## src/rtl/data_memory_responder.sv

```systemverilog
// data_memory_responder
//   Data-memory side of the 8-bit CPU. A 2**ADDR_WIDTH-word memory with a
//   fixed LATENCY-edge access time, presented to the CPU through a BUSYWAIT
//   stall handshake. One access is in flight at a time.
//
// Ports
//   CLK        system clock, rising edge
//   RESET      asynchronous active-high reset; clears FSM, READDATA and memory
//   READ       load request
//   WRITE      store request (wins over READ when both are high)
//   ADDRESS    word address (ALU RESULT)
//   WRITEDATA  store data (register file OUT1)
//   READDATA   registered load result, updates only on a read completion
//   BUSYWAIT   stall to the CPU; high from the request cycle to completion
//
// LATENCY counts edges from the accepting edge to the completion edge
// inclusive; legal range 2..15 (counter is 4 bits).
module data_memory_responder #(
  parameter int DATA_WIDTH = 8,
  parameter int ADDR_WIDTH = 8,
  parameter int LATENCY    = 5
) (
  input  logic                  CLK,
  input  logic                  RESET,
  input  logic                  READ,
  input  logic                  WRITE,
  input  logic [ADDR_WIDTH-1:0] ADDRESS,
  input  logic [DATA_WIDTH-1:0] WRITEDATA,
  output logic [DATA_WIDTH-1:0] READDATA,
  output logic                  BUSYWAIT
);

  localparam int DEPTH = 2**ADDR_WIDTH;

  typedef enum logic [1:0] {IDLE, BUSY, DONE} state_t;

  typedef struct packed {
    logic                  wr;
    logic [ADDR_WIDTH-1:0] addr;
    logic [DATA_WIDTH-1:0] data;
  } req_t;

  state_t state, state_nxt;
  logic [3:0] cnt;
  req_t       req;
  logic       accept, complete;

  // Packed storage so the whole array clears in one reset assignment.
  logic [DEPTH-1:0][DATA_WIDTH-1:0] mem;

  always_ff @(posedge CLK or posedge RESET) begin
    if (RESET) state <= IDLE;
    else       state <= state_nxt;
  end

  // BUSYWAIT is combinational on the request in IDLE so the CPU stalls in
  // the very cycle it raises READ/WRITE. DONE drops it for one cycle and
  // ignores requests, giving the CPU a cycle to advance and deassert.
  always_comb begin
    state_nxt = state;
    BUSYWAIT  = 1'b0;
    accept    = 1'b0;
    complete  = 1'b0;
    case (state)
      IDLE: begin
        BUSYWAIT = READ | WRITE;
        if (READ | WRITE) begin
          accept    = 1'b1;
          state_nxt = BUSY;
        end
      end
      BUSY: begin
        BUSYWAIT = 1'b1;
        if (cnt == 4'd1) begin
          complete  = 1'b1;
          state_nxt = DONE;
        end
      end
      DONE:    state_nxt = IDLE;
      default: state_nxt = IDLE;
    endcase
  end

  // Request is captured on the accept edge; inputs are don't-care after.
  // The accept edge itself is the first of LATENCY edges, so the countdown
  // starts at LATENCY-1 and completion fires when it reads 1.
  always_ff @(posedge CLK or posedge RESET) begin
    if (RESET) begin
      cnt <= '0;
      req <= '0;
    end else if (accept) begin
      req <= '{wr: WRITE, addr: ADDRESS, data: WRITEDATA};
      cnt <= 4'(LATENCY - 1);
    end else if (state == BUSY) begin
      cnt <= cnt - 4'd1;
    end
  end

  // Reset mid-access simply wins: the pending write is dropped along with
  // the rest of the memory contents.
  always_ff @(posedge CLK or posedge RESET) begin
    if (RESET) begin
      mem      <= '0;
      READDATA <= '0;
    end else if (complete) begin
      if (req.wr) mem[req.addr] <= req.data;
      else        READDATA      <= mem[req.addr];
    end
  end

endmodule

```

## config.mk

```make
export PLATFORM = sky130hd
export DESIGN_NAME = data_memory_responder
export DESIGN_NICKNAME = d
export VERILOG_FILES = /design/src/rtl/data_memory_responder.sv
export SDC_FILE = /design/constraint.sdc
export NUM_CORES = 2
export LEC_CHECK = 0
export ABC_AREA = 1
export CAP_MARGIN = 20
export CORE_UTILIZATION = 43
export DETAILED_ROUTE_END_ITERATION = 8
export PLACE_DENSITY = 0.55
export SYNTH_ARGS = -nofsm -noshare
export SYNTH_HDL_FRONTEND = slang
export SYNTH_SLANG_ARGS = --single-unit
export TNS_END_PERCENT = 50
```

## constraint.sdc

```tcl
create_clock -name CLK -period 121.2 [get_ports CLK]
set_input_delay 18.18 -clock CLK [delete_from_list [all_inputs] [get_ports CLK]]
set_output_delay 18.18 -clock CLK [all_outputs]
set_load 0.01 [all_outputs]
```

==> results_dict.tcl <==
set metrics [dict create \
    fillCellCount 21750 \
    vdd_drop_max_v 0.00002702 \
    numCtsBuffers 225 \
    sw_frac_of_total 0.3872 \
    clk_pin_slew_ps 60 \
    cts_tree "yes" \
    antenna_found_initial 6 \
    tightest_slew_ps 1076 \
    rr_startpoint "req[8]$_DFFE_PP0P_" \
    grt_overflow 0 \
    hold_depth 2 \
    ff_latch_area_sq_mm 0.05203 \
    drt_iter0_drc 7758 \
    synthCells 12350 \
    via_per_inst 5.337 \
    hold_end "mem[351]$_DFFE_PP0P_" \
    crit_type "in2out" \
    rsz0062_at_grt "false" \
    worst-endpoint-arrival_ps 19660 \
    p_int_w 0.001156 \
    syn_nets 12370 \
    p_comb_frac 0.251 \
    grt_max_degree 168 \
    grt_use_met1 0.3947 \
    crit_fanout 6 \
    clock-root-buffer "clkbuf_16" \
    die_area_sq_mm 0.2230 \
    drive_gt1_frac 0.05653 \
    endpoint_kind "output pin" \
    synth_edf_count 0 \
    yosys_warnings 0 \
    clockBufferDepth 3 \
    slew_headroom 0.2830 \
    start_kind "input pin" \
    setup_tns_ps 0 \
    start_util 0.4327 \
    pwr_density_cell_mw_per_mm2 18.13 \
    postCtsHoldBufs 0 \
    area_growth_pct 9.439 \
    r2r_end "READDATA[2]$_DFFE_PP0P_" \
    die_y_microns 472.2 \
    vias 80100 \
    wirelength_microns 310900 \
    ys_ff_latch 2079 \
    cts_setup_buffers 0 \
    yosysSeqAreaShare 0.5472 \
    min_from "mem[351]$_DFFE_PP0P_" \
    yosys.area.top_type "dfrtp_1" \
    pre_cts_ws_ps 83370 \
    pwr-share-seq 0.383 \
    io_pins 29 \
    rrSetupSlack_ps 115660 \
    synthArstFlopShare 1.000 \
    grt-busiest-layer "met2" \
    syn_area_sq_mm 0.09508 \
    finClkSkew_ps 33.12 \
    drtAntennaViolNets 0 \
    firstDrtPassIters 6 \
    synthFlopType "dfrtp_1" \
    wl_per_cell_microns 20.72 \
    worst_slack_ps 83360 \
    cts.htree.levels 4 \
    r2r_cells 18 \
    use_met2 0.4385 \
    synthDistinctLibCells 27 \
    hold_path.class "reg2reg" \
    p_sw_w 0.0007304 \
    slew_violations 0 \
    met3_usage 0.04187 \
    status "complete, no violations" \
    post-route-period-util 0.3122 \
    drc 0 \
    first_global_vias 76190 \
    setup_violations 0 \
    routabilityCongestion 0.8642 \
    clock.fmax_mhz 26.43 \
    yosys-top-cells-area "dfrtp_1 55%, nand2_1 25%, o21ai_0 11%" \
    io_buffers 28 \
    multi_input_area_sq_mm 0.03915 \
    p_leak_nw 50.42 \
    groute.usage.overall 0.2787 \
    netlist.area_leader.share 0.5472 \
    synthTopCellsByCount "6369 x nand2_1, 2119 x o21ai_0, 2079 x dfrtp_1" \
    die_w_microns 472.2 \
    finalCriticalPeriod_ps 37840 \
    avgSynthCellArea_sq_um 7.697 \
    layout.nets 11890 \
    clkSinkCount 2079 \
    dp_hpwl_microns 178600 \
    grt_pass1_wl_microns 479200 \
    coreArea_sq_mm 0.2197 \
    worstPathRequired_ps 103020 \
    drv_cap 0 \
    cts_resized 0 \
    std_cell_rows 172 \
    clkPwrFrac 0.366 \
    final_hold_viol_count 0 \
    clock_latency_ps 870 \
    synth_most_common_cell "nand2_1" \
]
## layout by cell type, fill, tap and decap left out, types with 3 or more instances in the layout
cell type,instances
nor2_1,315
buf_8,3
buf_12,7
clkbuf_8,53
a21oi_1,87
o21ai_0,2119
nand2_4,44
nand2_1,6368
nand4_1,92
nand2_2,81
inv_1,24
clkbuf_1,62
clkbuf_16,231
clkinv_2,35
nor2_2,16
a22oi_1,10
o21ai_1,43
dfrtp_1,2077
buf_4,131
clkdlybuf4s50_1,28
inv_6,6
inv_8,12
clkinv_8,5
or2_2,8
nor2_4,23
nand3_1,135
inv_2,8
bufinv_16,10
## metrics by stage
stage	cells	util	power, W	instance area [sq um]	hold slack (ps)
finish	15010	0.4735	0.001886	104100	481.6
floorplan	12350	-	0.0009913	95080	451.5
global route	15010	0.4735	0.001949	104000	492.7
global placement	14600	0.4395	0.001205	96560	465.5
CTS	15000	0.4732	0.001897	104000	486.9
detailed placement	14600	0.4396	0.001207	96590	472.3
## per-layer routing
| metal | vias to the layer above | wire, microns |
|---|---|---|
| met5 | - | 12 |
| met4 | 2 | 9851 |
| met3 | 433 | 18820 |
| met2 | 2282 | 139800 |
| met1 | 39180 | 142500 |
| li1 | 38200 | - |
## registers in the layout, indices dropped and copies added (netlist names)
signal,flops
READDATA,8
cnt,4
mem,2048
req,17
state,2
## kinds of logic after synthesis
family / Yosys count / synth area share
AO/OA/AOI/OAI: 2262 / 0.1194
XOR/XNOR: 1 / 0.00009214
adder cells (fa/ha/maj): 2 / 0.0002632
buffers and inverters: 925 / 0.04131
flip-flops: 2079 / 0.5472
AND/OR/NAND/NOR: 7083 / 0.2917
## power groups by stage
| stage | registers, W | logic (W) | clock network (W) |
|---|---|---|---|
| 2_1_floorplan | 0.000731 | 0.000261 | 0 |
| 3_3_place_gp | 0.000735 | 0.000470 | 0 |
| 3_5_place_dp | 0.000735 | 0.000471 | 0 |
| 4_1_cts | 0.000723 | 0.000471 | 0.000703 |
| 5_1_grt | 0.000725 | 0.000494 | 0.000731 |
| 6_report | 0.000723 | 0.000473 | 0.000690 |
## cell type report
class                   count  share of cell area
repair buffers            171             0.01445
diodes                      2          0.00004810
flip-flops and latches   2079              0.5001
clock inverters            57            0.006133
multi-input cells        9348              0.3763
inverters                  46            0.002621
clock buffers             346             0.06480
well taps                2958             0.03557
## worst max-delay path by stage
stage	startpoint	end	slack (ps)	cells past startpoint
4_1_cts	WRITE	BUSYWAIT	83370	5
6_report	WRITE	BUSYWAIT	83360	5
2_1_floorplan	RESET	READDATA[0]$_DFFE_PP0P_	44290	1
5_1_grt	WRITE	BUSYWAIT	83310	5
3_3_place_gp	WRITE	BUSYWAIT	83310	5
3_5_place_dp	WRITE	BUSYWAIT	83370	5
## worst max-delay path: stages
cell and delay, ps:
clkdlybuf4s50_1 430, o21ai_0 170, buf_4 250, nand2_1 130, clkdlybuf4s50_1 500
(Power assumes the default switching activity.)
